`src/rtl/reg_wr_arbiter.sv`:
```
// reg_wr_arbiter
// -----------------------------------------------------------------------------
// Shares the register-file write port between two writeback requesters:
// port 0 (ALU writeback) and port 1 (memory/load writeback). Each port has a
// one-entry holding slot with a valid/ready handshake. Slots are granted
// oldest-first, so writes reach the register file in transfer order. A
// per-register pending-write scoreboard (o_busy) is exported for decode.
//
// Ports:
//   i_clk          clock, all state updates on the rising edge
//   i_rst_n        synchronous active-low reset
//   i_req0_valid   ALU write request valid
//   i_req0_dest    ALU destination register
//   i_req0_data    ALU write data
//   o_req0_ready   ALU slot can accept
//   i_req1_valid   MEM write request valid
//   i_req1_dest    MEM destination register
//   i_req1_data    MEM write data
//   o_req1_ready   MEM slot can accept
//   o_reg_wr_en    register-file write enable (registered)
//   o_reg_wr_dest  register-file write address (registered)
//   o_reg_wr_data  register-file write data (registered)
//   o_busy         bit d high while a write to register d is pending
//   o_wr_count     number of writes issued on o_reg_wr_en (wraps)
// -----------------------------------------------------------------------------
module reg_wr_arbiter #(
    parameter int unsigned DATA_W = 16,
    parameter int unsigned ADDR_W = 3,
    parameter int unsigned CNT_W  = 16
) (
    input  logic                       i_clk,
    input  logic                       i_rst_n,

    input  logic                       i_req0_valid,
    input  logic [ADDR_W-1:0]          i_req0_dest,
    input  logic [DATA_W-1:0]          i_req0_data,
    output logic                       o_req0_ready,

    input  logic                       i_req1_valid,
    input  logic [ADDR_W-1:0]          i_req1_dest,
    input  logic [DATA_W-1:0]          i_req1_data,
    output logic                       o_req1_ready,

    output logic                       o_reg_wr_en,
    output logic [ADDR_W-1:0]          o_reg_wr_dest,
    output logic [DATA_W-1:0]          o_reg_wr_data,

    output logic [(1 << ADDR_W)-1:0]   o_busy,
    output logic [CNT_W-1:0]           o_wr_count
);

    localparam int unsigned NUM_REGS = 1 << ADDR_W;

    // -------------------------------------------------------------------------
    // State
    // -------------------------------------------------------------------------
    logic              r_slot0_valid;
    logic [ADDR_W-1:0] r_slot0_dest;
    logic [DATA_W-1:0] r_slot0_data;

    logic              r_slot1_valid;
    logic [ADDR_W-1:0] r_slot1_dest;
    logic [DATA_W-1:0] r_slot1_data;

    // High when slot 1 holds the older entry. Only meaningful while both
    // slots are valid.
    logic              r_slot1_older;

    logic              r_wr_en;
    logic [ADDR_W-1:0] r_wr_dest;
    logic [DATA_W-1:0] r_wr_data;
    logic [CNT_W-1:0]  r_wr_count;

    // -------------------------------------------------------------------------
    // Arbitration and handshake
    // -------------------------------------------------------------------------
    logic              w_grant0;
    logic              w_grant1;
    logic              w_xfer0;
    logic              w_xfer1;
    logic              w_slot0_valid_nxt;
    logic              w_slot1_valid_nxt;
    logic              w_slot1_older_nxt;
    logic              w_any_grant;
    logic [ADDR_W-1:0] w_gnt_dest;
    logic [DATA_W-1:0] w_gnt_data;
    logic              w_wr_en_nxt;

    always_comb begin
        w_grant0 = r_slot0_valid && (!r_slot1_valid || !r_slot1_older);
        w_grant1 = r_slot1_valid && (!r_slot0_valid ||  r_slot1_older);
    end

    // A granted slot drains this cycle, so it may reload on the same edge.
    // Readies are held low while reset is asserted so nothing is accepted
    // on the reset edge.
    assign o_req0_ready = i_rst_n && (!r_slot0_valid || w_grant0);
    assign o_req1_ready = i_rst_n && (!r_slot1_valid || w_grant1);

    assign w_xfer0 = i_req0_valid && o_req0_ready;
    assign w_xfer1 = i_req1_valid && o_req1_ready;

    always_comb begin
        w_slot0_valid_nxt = r_slot0_valid;
        if (w_xfer0) begin
            w_slot0_valid_nxt = 1'b1;
        end else if (w_grant0) begin
            w_slot0_valid_nxt = 1'b0;
        end

        w_slot1_valid_nxt = r_slot1_valid;
        if (w_xfer1) begin
            w_slot1_valid_nxt = 1'b1;
        end else if (w_grant1) begin
            w_slot1_valid_nxt = 1'b0;
        end
    end

    // The slot loaded on this edge becomes the younger one whenever the
    // other slot stays occupied. Same-edge loads leave slot 0 older.
    always_comb begin
        w_slot1_older_nxt = r_slot1_older;
        if (w_xfer0 && w_xfer1) begin
            w_slot1_older_nxt = 1'b0;
        end else if (w_xfer0 && w_slot1_valid_nxt) begin
            w_slot1_older_nxt = 1'b1;
        end else if (w_xfer1 && w_slot0_valid_nxt) begin
            w_slot1_older_nxt = 1'b0;
        end
    end

    // -------------------------------------------------------------------------
    // Output stage
    // -------------------------------------------------------------------------
    always_comb begin
        w_any_grant = w_grant0 || w_grant1;
        w_gnt_dest  = w_grant1 ? r_slot1_dest : r_slot0_dest;
        w_gnt_data  = w_grant1 ? r_slot1_data : r_slot0_data;
        // Writes to register 0 drain through the arbiter but never strobe
        // the register file.
        w_wr_en_nxt = w_any_grant && (w_gnt_dest != '0);
    end

    always_ff @(posedge i_clk) begin
        if (!i_rst_n) begin
            r_slot0_valid <= 1'b0;
            r_slot0_dest  <= '0;
            r_slot0_data  <= '0;
            r_slot1_valid <= 1'b0;
            r_slot1_dest  <= '0;
            r_slot1_data  <= '0;
            r_slot1_older <= 1'b0;
            r_wr_en       <= 1'b0;
            r_wr_dest     <= '0;
            r_wr_data     <= '0;
            r_wr_count    <= '0;
        end else begin
            r_slot0_valid <= w_slot0_valid_nxt;
            r_slot1_valid <= w_slot1_valid_nxt;
            r_slot1_older <= w_slot1_older_nxt;

            if (w_xfer0) begin
                r_slot0_dest <= i_req0_dest;
                r_slot0_data <= i_req0_data;
            end
            if (w_xfer1) begin
                r_slot1_dest <= i_req1_dest;
                r_slot1_data <= i_req1_data;
            end

            r_wr_en <= w_wr_en_nxt;
            // Address and data hold their last value on idle cycles.
            if (w_any_grant) begin
                r_wr_dest <= w_gnt_dest;
                r_wr_data <= w_gnt_data;
            end
            if (w_wr_en_nxt) begin
                r_wr_count <= r_wr_count + CNT_W'(1);
            end
        end
    end

    assign o_reg_wr_en   = r_wr_en;
    assign o_reg_wr_dest = r_wr_dest;
    assign o_reg_wr_data = r_wr_data;
    assign o_wr_count    = r_wr_count;

    // -------------------------------------------------------------------------
    // Pending-write scoreboard, from registered state only
    // -------------------------------------------------------------------------
    logic [NUM_REGS-1:0] w_busy;

    always_comb begin
        w_busy = '0;
        for (int unsigned d = 1; d < NUM_REGS; d++) begin
            if ((r_slot0_valid && (r_slot0_dest == ADDR_W'(d))) ||
                (r_slot1_valid && (r_slot1_dest == ADDR_W'(d))) ||
                (r_wr_en       && (r_wr_dest    == ADDR_W'(d)))) begin
                w_busy[d] = 1'b1;
            end
        end
    end

    assign o_busy = w_busy;

endmodule
```
`config.mk`:
```
export PLATFORM = sky130hd
export DESIGN_NAME = reg_wr_arbiter
export DESIGN_NICKNAME = d
export VERILOG_FILES = /design/src/rtl/reg_wr_arbiter.sv
export SDC_FILE = /design/constraint.sdc
export NUM_CORES = 1
export LEC_CHECK = 0
export ABC_CLOCK_PERIOD_IN_PS = 1760
export BUFFER_PORTS_ARGS = -buffer_cell sky130_fd_sc_hd__buf_2
export CORE_UTILIZATION = 49
export CTS_BUF_LIST = sky130_fd_sc_hd__clkbuf_4
export CTS_CLUSTER_DIAMETER = 50
export CTS_CLUSTER_SIZE = 12
export DETAILED_ROUTE_END_ITERATION = 16
export GPL_TIMING_DRIVEN = 0
export HOLD_SLACK_MARGIN = 0.08
export PLACE_DENSITY = 0.8
export RECOVER_POWER = 25
export SLEW_MARGIN = 20
export SYNTH_ARGS = -nofsm -noshare
export SYNTH_HDL_FRONTEND = slang
export SYNTH_SLANG_ARGS = --single-unit
```
`constraint.sdc`:
```
create_clock -name i_clk -period 1.76 [get_ports i_clk]
set_input_delay 0.352 -clock i_clk [delete_from_list [all_inputs] [get_ports i_clk]]
set_output_delay 0.352 -clock i_clk [all_outputs]
set_load 0.02 [all_outputs]
```
==> metrics.csv <==
metric,value,unit
postRouteAntennaNets,0,
power,3610,uW
dr.pass1.iters,13,
critPathLaunchType,flip-flop,
path_buf_inv,2,
synthDistinctLibCells,42,
synth_area_leaders,"dfxtp_1, nand2_1, nand3_1",
syn_area_per_cell,7.85,sq um
antenna_found_initial,0,
min_path_type,in -> reg,
cp_cell_sequence,"buf_6, nor2b_4, nand3_2, o311ai_4, buf_6",
synth_top_family_by_area,simple AND/OR/NAND/NOR gates,
cts_tree,yes,
finalCriticalPeriod,1.84,ns
synth_warnings,0,
fin_skew,0.0220,ns
die_x,83.9,microns
drt_iter0_drc,249,
grt_overflow,0,
start_util,51.2,%
grt_pass1_wl,14500,microns
clk_latency,0.44,ns
slew_headroom,65.9,%
cellPowerDensity,853,mW/mm^2
cts.sinks,77,
cts.reportedPaths.clkPinSlew,0.14,ns
worstMarginPinSlew,0.512,ns
grt_start_max_net_pins,20,
layout.cells.non_filler,601,
synth_mux_area_share,0.304,%
irDropWorstVdd,0.380,mV
core_area,0.00642,sq mm
place_inst,582,
leakage,0.00184,uW
post-place-ws,-0.133,ns
rows,29,
cp_slowest_stage_delay,0.38,ns
grt_usage,25.7,%
synth.cell_area,0.00329,sq mm
drv_slew,0,
routabilityCongestion,0.843,
end_kind,output port,
critical_path_required,1.41,ns
violations,"DRC, setup timing",
die-area,0.00704,sq mm
die_h,83.9,microns
post-route-period-util,104,%
synth-simple-area-share,31.6,%
maxCapViolations,0,
syn_to_final_growth,28.8,%
cts_buffers,9,
grt_pass1_vias,3170,
cts.path.max_buffers,2,
async_flop_share,0,%
r2r_cells,5,
crit_family,flip-flops,
finalHoldViolations,0,
ys_seq_area_share,46.9,%
synth_top_area_share,46.9,%
wl_per_cell,15.2,microns
synth_top_area_cell,dfxtp_1,
synth-edff-count,0,
nNetsFinal,562,
synth_xor_area_share,1.60,%
wirelength,9130,microns
drive_gt1_share,30.9,%
hold_depth,3,
io_buffers,86,
drc_errors,8,
cts_root_buf,clkbuf_4,
ctsHtreeMaxLevel,3,
cp_common_cell,buf_6,
netlist_instances,419,
crit_arrival,1.48,ns
dr_total_vias,3395,
synthFlopType,dfxtp_1,
cp_max_fo,5,
holdWs,0.0987,ns
syn_nets,462,
yosys.area_share.adder,0.381,%
dp_hpwl,5960,microns
worst_slack,-0.0757,ns
viasPerCell,5.65,
fmax,545,MHz
synth-compound-area-share,14.5,%
cp_num_cells,5,
ys_seq_elements,77,
ios,88,
post-route-util,65.9,%
path_class,reg -> out,
rsz0062_at_grt,yes,
cp_slowest_cell,dfxtp_2,
num_antenna_cells,0,
status,finished with violations,
final-setup-viol-count,10,
[per-layer routing]
layer	up-vias	share of wire [%]	global-route usage [%]
met1	1573	44	33.0
li1	1660	-	-
met5	-	0	0
met3	25	6.9	5.64
met2	137	48	41.9
met4	0	1.3	10.7
[synth_stat cells (5+ instances only)]
cell      number
inv_1          8
o31ai_1        7
nand2_1      104
xor2_1         5
clkbuf_1      21
nor2_1        33
dfxtp_1       77
a311oi_1      19
nor2b_1        6
nand3_1       52
o21ai_0       23
a21oi_1       11
nand4_1        6
[tightest hold or removal path: stages]
cell,delay [ns]
buf_2,0.08
nand2_1,0.04
nand2_1,0.04
[state kept, by name, summed over array words and instances (netlist names)]
register and flops:
r_slot0_data 16, r_slot0_valid 1, r_slot1_older 1, r_slot1_dest 3, o_reg_wr_dest 3, o_wr_count 16
o_reg_wr_data 16, r_slot1_valid 1, o_reg_wr_en 1, r_slot0_dest 3, r_slot1_data 16
[layout by cell type (no fill, tap or decap), drive strengths merged, types with 7 or more instances in the layout]
| cell | n |
|---|---|
| a21oi | 11 |
| a311oi | 19 |
| buf | 104 |
| clkbuf | 26 |
| dfxtp | 77 |
| inv | 8 |
| nand2 | 104 |
| nand3 | 54 |
| nor2 | 33 |
| o21ai | 23 |
| o31ai | 7 |
[cell families (layout without fill, tap and decap cells)]
kind of cell / count (synthesis) / in the layout
other: 1 / 1
AND/OR/NAND/NOR: 225 / 225
multiplexers: 1 / 1
flip-flops: 77 / 77
XOR/XNOR: 6 / 6
AO/OA/AOI/OAI: 70 / 70
buffers and inverters: 38 / 143
adder cells (fa/ha/maj): 1 / 1
[final timing paths]
check / end / slack, ns / startpoint
setup / recovery: o_busy[3] / -0.08 / r_slot1_valid$_SDFF_PN0_
hold / removal: r_slot1_data[4]$_SDFFE_PN0P_ / 0.1 / i_req1_data[4]
setup reg to reg: o_wr_count[10]$_SDFFE_PN0P_ / -0.01 / r_slot1_older$_SDFFE_PP0P_
hold reg to reg: r_slot1_data[1]$_SDFFE_PN0P_ / 0.47 / r_slot1_data[1]$_SDFFE_PN0P_
[stage by stage]
stage          setup TNS (ns)  instance area (sq um)
6_report               -0.419                   4240
5_1_grt                 -1.41                   4240
4_1_cts                -0.164                   4080
3_5_place_dp            -2.26                   3810
3_3_place_gp            -1.18                   3810
2_1_floorplan               0                   3290
[report_power, final]
| part | switching (uW) | internal (uW) | leakage [uW] |
|---|---|---|---|
| clock | 624 | 456 | 0.0000743 |
| combinational | 344 | 227 | 0.00113 |
| sequential | 106 | 1850 | 0.000641 |
[what timing repair did]
item / CTS / global route
pin swaps: 3 / 7
endpoints found under the hold margin: 0 / 0
gates resized for setup: 42 / 33
endpoints found under the setup margin: 39 / 46
buffers inserted: 5 / 5
hold buffers: 0 / 0
[area by class of cell]
class / instances / area, sq um
Clock inverter: 5 / 51.3
Sequential cell: 77 / 1580
Timing Repair Buffer: 96 / 544
Inverter: 8 / 30.0
Clock buffer: 11 / 82.6
Multi-Input combinational cell: 304 / 1730
Buffer: 23 / 120
Fill cell: 537 / 2190
Tap cell: 77 / 96.3
(Power assumes the default switching activity.)
